<file path="config.mk">
export PLATFORM = sky130hd
export DESIGN_NAME = packet_transmitter
export DESIGN_NICKNAME = d
export VERILOG_FILES = /design/src/rtl/packet_transmitter.sv
export SDC_FILE = /design/constraint.sdc
export NUM_CORES = 1
export LEC_CHECK = 0
export ABC_CLOCK_PERIOD_IN_PS = 2000
export BUFFER_PORTS_ARGS = -buffer_cell sky130_fd_sc_hd__buf_2
export CAP_MARGIN = 0
export CORE_UTILIZATION = 25
export DETAILED_ROUTE_END_ITERATION = 8
export GPL_ROUTABILITY_DRIVEN = 0
export HOLD_SLACK_MARGIN = 0.1
export SKIP_CTS_REPAIR_TIMING = 1
export SLEW_MARGIN = 0
export SYNTH_ARGS = -nofsm -noshare
export SYNTH_HDL_FRONTEND = slang
export SYNTH_SLANG_ARGS = --single-unit
</file>
<file path="constraint.sdc">
create_clock -name clk2 -period 2 [get_ports clk2]
set_clock_uncertainty 0.05 [all_clocks]
set_input_delay 0.4 -clock clk2 [delete_from_list [all_inputs] [get_ports clk2]]
set_output_delay 0.4 -clock clk2 [all_outputs]
set_load 0.1 [all_outputs]
</file>
<file path="src/rtl/packet_transmitter.sv">
// ---------------------------------------------------------------------------
// packet_transmitter
//   Output-port end of the router. Drains one first-word-fall-through
//   destination FIFO and re-serialises each stored packet onto an 8-bit
//   valid/ready link, regenerating SOP/EOP framing, checking the trailing
//   parity byte and dropping a packet whose output byte stalls too long.
//
//   Packet: header {len[7:2], dest[1:0]}, len payload bytes, parity byte
//   (XOR of header and payload).
//
// Parameters
//   TIMEOUT      consecutive stall cycles (vld_out=1, ready_in=0) before drop
//   CW           stall counter width, 2**CW > TIMEOUT
//
// Ports
//   clk2         port clock, all logic on posedge
//   rst          asynchronous active-low reset
//   rempty       FIFO empty flag
//   rdata        FIFO head byte, valid while rempty=0
//   rinc         FIFO pop strobe (combinational, one byte per cycle)
//   ready_in     downstream accepts data_out this cycle
//   vld_out      data_out holds a valid byte
//   data_out     output byte
//   sop_out      data_out is a header byte
//   eop_out      data_out is a parity byte
//   busy         a packet is in progress
//   parity_err   1-cycle pulse, received parity mismatched
//   timeout_drop 1-cycle pulse, packet dropped after a stall
// ---------------------------------------------------------------------------
module packet_transmitter #(
  parameter int unsigned TIMEOUT = 30,
  parameter int unsigned CW      = 5
) (
  input  logic       clk2,
  input  logic       rst,
  input  logic       rempty,
  input  logic [7:0] rdata,
  output logic       rinc,
  input  logic       ready_in,
  output logic       vld_out,
  output logic [7:0] data_out,
  output logic       sop_out,
  output logic       eop_out,
  output logic       busy,
  output logic       parity_err,
  output logic       timeout_drop
);

  typedef enum logic [1:0] {
    S_IDLE,
    S_PAYLOAD,
    S_PARITY,
    S_FLUSH
  } state_e;

  // Stall count value at which the next stalled cycle is the TIMEOUT-th one.
  localparam logic [CW-1:0] STALL_LAST = CW'(TIMEOUT - 1);

  state_e          state_q;
  logic [6:0]      cnt_q;     // payload bytes still to load, or bytes left to flush
  logic [7:0]      par_q;
  logic [CW-1:0]   stall_q;
  logic [CW-1:0]   stall_d;
  logic            vld_q;
  logic [7:0]      data_q;
  logic            sop_q;
  logic            eop_q;
  logic            perr_q;
  logic            drop_q;

  logic            adv;
  logic            load;
  logic            fpop;
  logic            stall;
  logic            drop;

  // The output register can take a new byte when empty or being accepted.
  // Both pop paths are gated by rst so nothing leaves the FIFO while the
  // port is held in reset.
  always_comb begin
    adv     = ~vld_q | ready_in;
    load    = rst & adv & ~rempty & (state_q != S_FLUSH);
    fpop    = rst & ~rempty & (state_q == S_FLUSH);
    stall   = vld_q & ~ready_in;
    drop    = stall & (stall_q == STALL_LAST);
    stall_d = '0;
    if (stall && !drop) begin
      stall_d = stall_q + CW'(1);
    end
  end

  assign rinc         = load | fpop;
  assign vld_out      = vld_q;
  assign data_out     = data_q;
  assign sop_out      = sop_q;
  assign eop_out      = eop_q;
  assign busy         = (state_q != S_IDLE);
  assign parity_err   = perr_q;
  assign timeout_drop = drop_q;

  always_ff @(posedge clk2 or negedge rst) begin
    if (!rst) begin
      state_q <= S_IDLE;
      cnt_q   <= '0;
      par_q   <= '0;
      stall_q <= '0;
      vld_q   <= 1'b0;
      data_q  <= '0;
      sop_q   <= 1'b0;
      eop_q   <= 1'b0;
      perr_q  <= 1'b0;
      drop_q  <= 1'b0;
    end else begin
      perr_q  <= 1'b0;
      drop_q  <= 1'b0;
      stall_q <= stall_d;

      if (drop) begin
        // The stalled byte is already out of the FIFO; whatever is left of
        // its packet must be discarded. A stalled parity byte leaves
        // nothing behind, so IDLE stays IDLE.
        vld_q  <= 1'b0;
        sop_q  <= 1'b0;
        eop_q  <= 1'b0;
        drop_q <= 1'b1;
        case (state_q)
          S_PAYLOAD: begin
            state_q <= S_FLUSH;
            cnt_q   <= cnt_q + 7'd1;
          end
          S_PARITY: begin
            state_q <= S_FLUSH;
            cnt_q   <= 7'd1;
          end
          default: ;
        endcase
      end else if (load) begin
        vld_q  <= 1'b1;
        data_q <= rdata;
        sop_q  <= (state_q == S_IDLE);
        eop_q  <= (state_q == S_PARITY);
        case (state_q)
          S_IDLE: begin
            cnt_q   <= {1'b0, rdata[7:2]};
            par_q   <= rdata;
            state_q <= (rdata[7:2] != 6'd0) ? S_PAYLOAD : S_PARITY;
          end
          S_PAYLOAD: begin
            par_q <= par_q ^ rdata;
            cnt_q <= cnt_q - 7'd1;
            if (cnt_q == 7'd1) begin
              state_q <= S_PARITY;
            end
          end
          S_PARITY: begin
            perr_q  <= (rdata != par_q);
            state_q <= S_IDLE;
          end
          default: ;
        endcase
      end else if (adv) begin
        vld_q <= 1'b0;
        sop_q <= 1'b0;
        eop_q <= 1'b0;
      end

      // Flushing never coincides with load or drop (vld_out is already low).
      if (fpop) begin
        cnt_q <= cnt_q - 7'd1;
        if (cnt_q == 7'd1) begin
          state_q <= S_IDLE;
        end
      end
    end
  end

endmodule

</file>
==> impl_metrics.ini <==
[sta]
post-route-period-util_pct = 97.4
max_slew_vio_count = 0
worst_slew_pin_slew_ps = 496
setup_repair_after_global_routing_missed_its_margin = yes
fin_crit_ps = 1950
report.final.setup_viol = 0
finalHoldViolations = 0
slew_headroom_pct = 67.2
holdWs_ps = 178
timing.fmax_ghz = 0.513

[synth]
synth-edff-count = 0
library_cells_used_by_synthesis = 50
synth.most_common_cell = sky130_fd_sc_hd__dfrtp_1
dominantRegCellSynth = sky130_fd_sc_hd__dfrtp_1
yosysWarnings = 0
post_synth_most_frequent_cells = sky130_fd_sc_hd__dfrtp_1 (35), sky130_fd_sc_hd__a21oi_1 (24), sky130_fd_sc_hd__nand3_1 (18), sky130_fd_sc_hd__o21ai_0 (18), sky130_fd_sc_hd__nor2_1 (12)
synth_top_area_share_pct = 41.2
netlist.top_cell.by_area = sky130_fd_sc_hd__dfrtp_1
async_flop_share_pct = 100
synth_top_cells_by_area = sky130_fd_sc_hd__dfrtp_1 (41%), sky130_fd_sc_hd__a21oi_1 (5.7%), sky130_fd_sc_hd__ha_1 (5.3%)
yosys_register_bits = 35
syn_inst = 227
netlist_area_um2 = 2120
portion_of_the_post_synthesis_area_used_by_sequential_elements_pct = 41.2
synthesis.nets = 248
syn-mean-instance-area_um2 = 9.36

[clock_tree]
cts_tree = built
clock-root-buffer = sky130_fd_sc_hd__clkbuf_8
cts.clk_slew.worst_paths_ps = 80
largest_buffer_count_on_any_clock_path = 2
worst_skew_pair.late_latency_ps = 290
clock_tree.htree_level_count = 2
cts-buffers-inserted = 5
number_of_sinks_driven_by_the_clock_tree = 35

[place]
post_dp_hpwl_um = 4060
placement.cell_area_um2 = 2540
port-buffer-count = 26

[die]
die_area_um2 = 8870
floorplan.rows = 33
io-pin-count = 27
die_w_um = 94.2
initial_utilization_pct = 25.9
core_um2 = 8220
die_y_um = 94.2

[worst_setup_path]
worst_setup_path_start_kind = flop
cp_slowest_stage_delay_ps = 430
timing_worst_setup_path_type = flop to output port
crit_path_max_fanout = 4
worst-endpoint-arrival_ps = 1500
timing.critical_path.to_type = output port
required_time_at_the_endpoint_of_the_critical_path_ps = 1550
timing.critical_path.cells = inv_2 -> ha_4 -> clkinvlp_4 -> buf_2
rr_worst_depth = 7
timing.critical_path.slowest_stage_cell = sky130_fd_sc_hd__buf_2

[detailed_routing]
totalWireLength_um = 5460
post-route-drc-count = 0
detail_route.iter0.violations = 163
routed_wire_length_per_instance_um = 14.5
detailedRoute.firstPassIterationCount = 4
via_count = 1888
route.detailed.vias_per_inst = 5.02
antenna_violating_nets_post_route = 0

[global_route]
grt_overflow = 0
first_global_vias = 1893
antenna_found_initial = 0
grt_first_pass_wirelength_um = 9240
gr-usage-all-layers_pct = 13.7
maximum_number_of_pins_on_one_net_before_global_route_repair = 36

[layout]
layout.cell_area.non_filler_um2 = 2670
post_route_cells_drive_above_1_share_pct = 29.2
area.growth.synth_to_final_pct = 25.6
finalCoreUtilization_pct = 32.5
num_antenna_cells = 0
finalNetCount = 291
fill_cells = 831

[run]
cap_viol_max_count = 0

[pwr]
total_power_uw = 3340
p_leak_uw = 0.00113
worst_ir_drop_vdd_mv = 0.603
p_per_area_nw_per_um2 = 1250

[min_path]
holdCritPathClass = input pin to asynchronous set/reset pin

[status]
run_status = complete, no violations
## worst max-delay path: cells and delay by family, from the launching register on
family / cells / cell delay, ps
adders and majority gates: 1 / 180
buffers and inverters: 3 / 600
DFF: 1 / 420
## power by group
part | internal [µW] | switching [µW] | leakage [µW]
combinational | 577 | 1040 | 0.000646
clock | 373 | 264 | 0.0000524
sequential | 900 | 186 | 0.000434
## registers in the layout (all words and copies together), names as in the netlist
| register | count |
|---|---|
| cnt_q | 7 |
| data_out | 8 |
| eop_out | 1 |
| par_q | 8 |
| parity_err | 1 |
| sop_out | 1 |
| stall_q | 5 |
| state_q | 2 |
| timeout_drop | 1 |
| vld_out | 1 |
## cell usage in the layout (no fill, tap or decap), types with 2 or more instances in the layout
cell                        count
sky130_fd_sc_hd__dfrtp_1       34
sky130_fd_sc_hd__buf_2         25
sky130_fd_sc_hd__a21oi_1       23
sky130_fd_sc_hd__buf_4         19
sky130_fd_sc_hd__o21ai_0       18
sky130_fd_sc_hd__nand3_1       18
sky130_fd_sc_hd__nor2_1        12
sky130_fd_sc_hd__xor2_1        11
sky130_fd_sc_hd__nand2_1        8
sky130_fd_sc_hd__mux2_2         8
sky130_fd_sc_hd__ha_1           8
sky130_fd_sc_hd__inv_1          7
sky130_fd_sc_hd__nor3_1         6
sky130_fd_sc_hd__xnor2_1        6
sky130_fd_sc_hd__clkbuf_8       5
sky130_fd_sc_hd__nand2b_1       4
sky130_fd_sc_hd__nor4_1         4
sky130_fd_sc_hd__nand4_1        3
sky130_fd_sc_hd__inv_2          3
sky130_fd_sc_hd__a31oi_1        3
sky130_fd_sc_hd__o22ai_1        3
sky130_fd_sc_hd__o2bb2ai_1      3
sky130_fd_sc_hd__or4_1          2
sky130_fd_sc_hd__nand3b_1       2
sky130_fd_sc_hd__clkbuf_1       2
sky130_fd_sc_hd__buf_6          2
## metal layers
layer  wire length (µm)  part of all wire (%)  vias up  global-route usage [%]
li1                   -                     -      914                       -
met1               2570                    47      908                    18.0
met2               2500                    46       55                    20.5
met3                243                   4.5       11                    3.48
met4                147                   2.7        0                    6.92
met5                  0                     0        -                       0
## cells by family (layout without fill, tap and decap cells)
group,Yosys count,count (layout),share of synthesized area (%)
compound gates,66,66,19.6
xor+xnor,17,17,7.01
fa+ha+maj,9,9,5.30
buf+inv,22,66,4.59
flops,35,35,41.2
mux,9,9,4.71
simple gates,69,69,17.6
## stage by stage
step	std cells	setup TNS (ps)	setup WS (ps)
after global placement	368	0	92.5
after CTS	376	-25.1	-25.1
after global routing	376	-10.7	-7.09
final	376	0	51.7
after floorplan	227	-135	-135
after detailed placement	368	0	36.8
## worst paths after layout
| check | startpoint | slack [ps] | to |
|---|---|---|---|
| worst max-delay path | state_q[0] | 50 | busy |
| worst min-delay path | rst | 180 | sop_out |
| worst max register to register | state_q[1] | 100 | par_q[7] |
| worst min register to register | eop_out | 450 | eop_out |
| max in group asynchronous | rst | 1360 | vld_out |
| min in group clk2 | rdata[1] | 360 | data_out[1] |
## area by class of cell
cell class / instances / area (µm²) / share of cell area (%)
multi-input combinational: 170 / 1190 / 44.8
sequential: 35 / 880 / 33.0
timing repair buffer: 47 / 310 / 11.6
tap: 105 / 131 / 4.92
clock buffer: 7 / 76.3 / 2.86
inverter: 11 / 45.0 / 1.69
clock inverter: 1 / 30.0 / 1.13
Power figures use the tool's default switching activity.
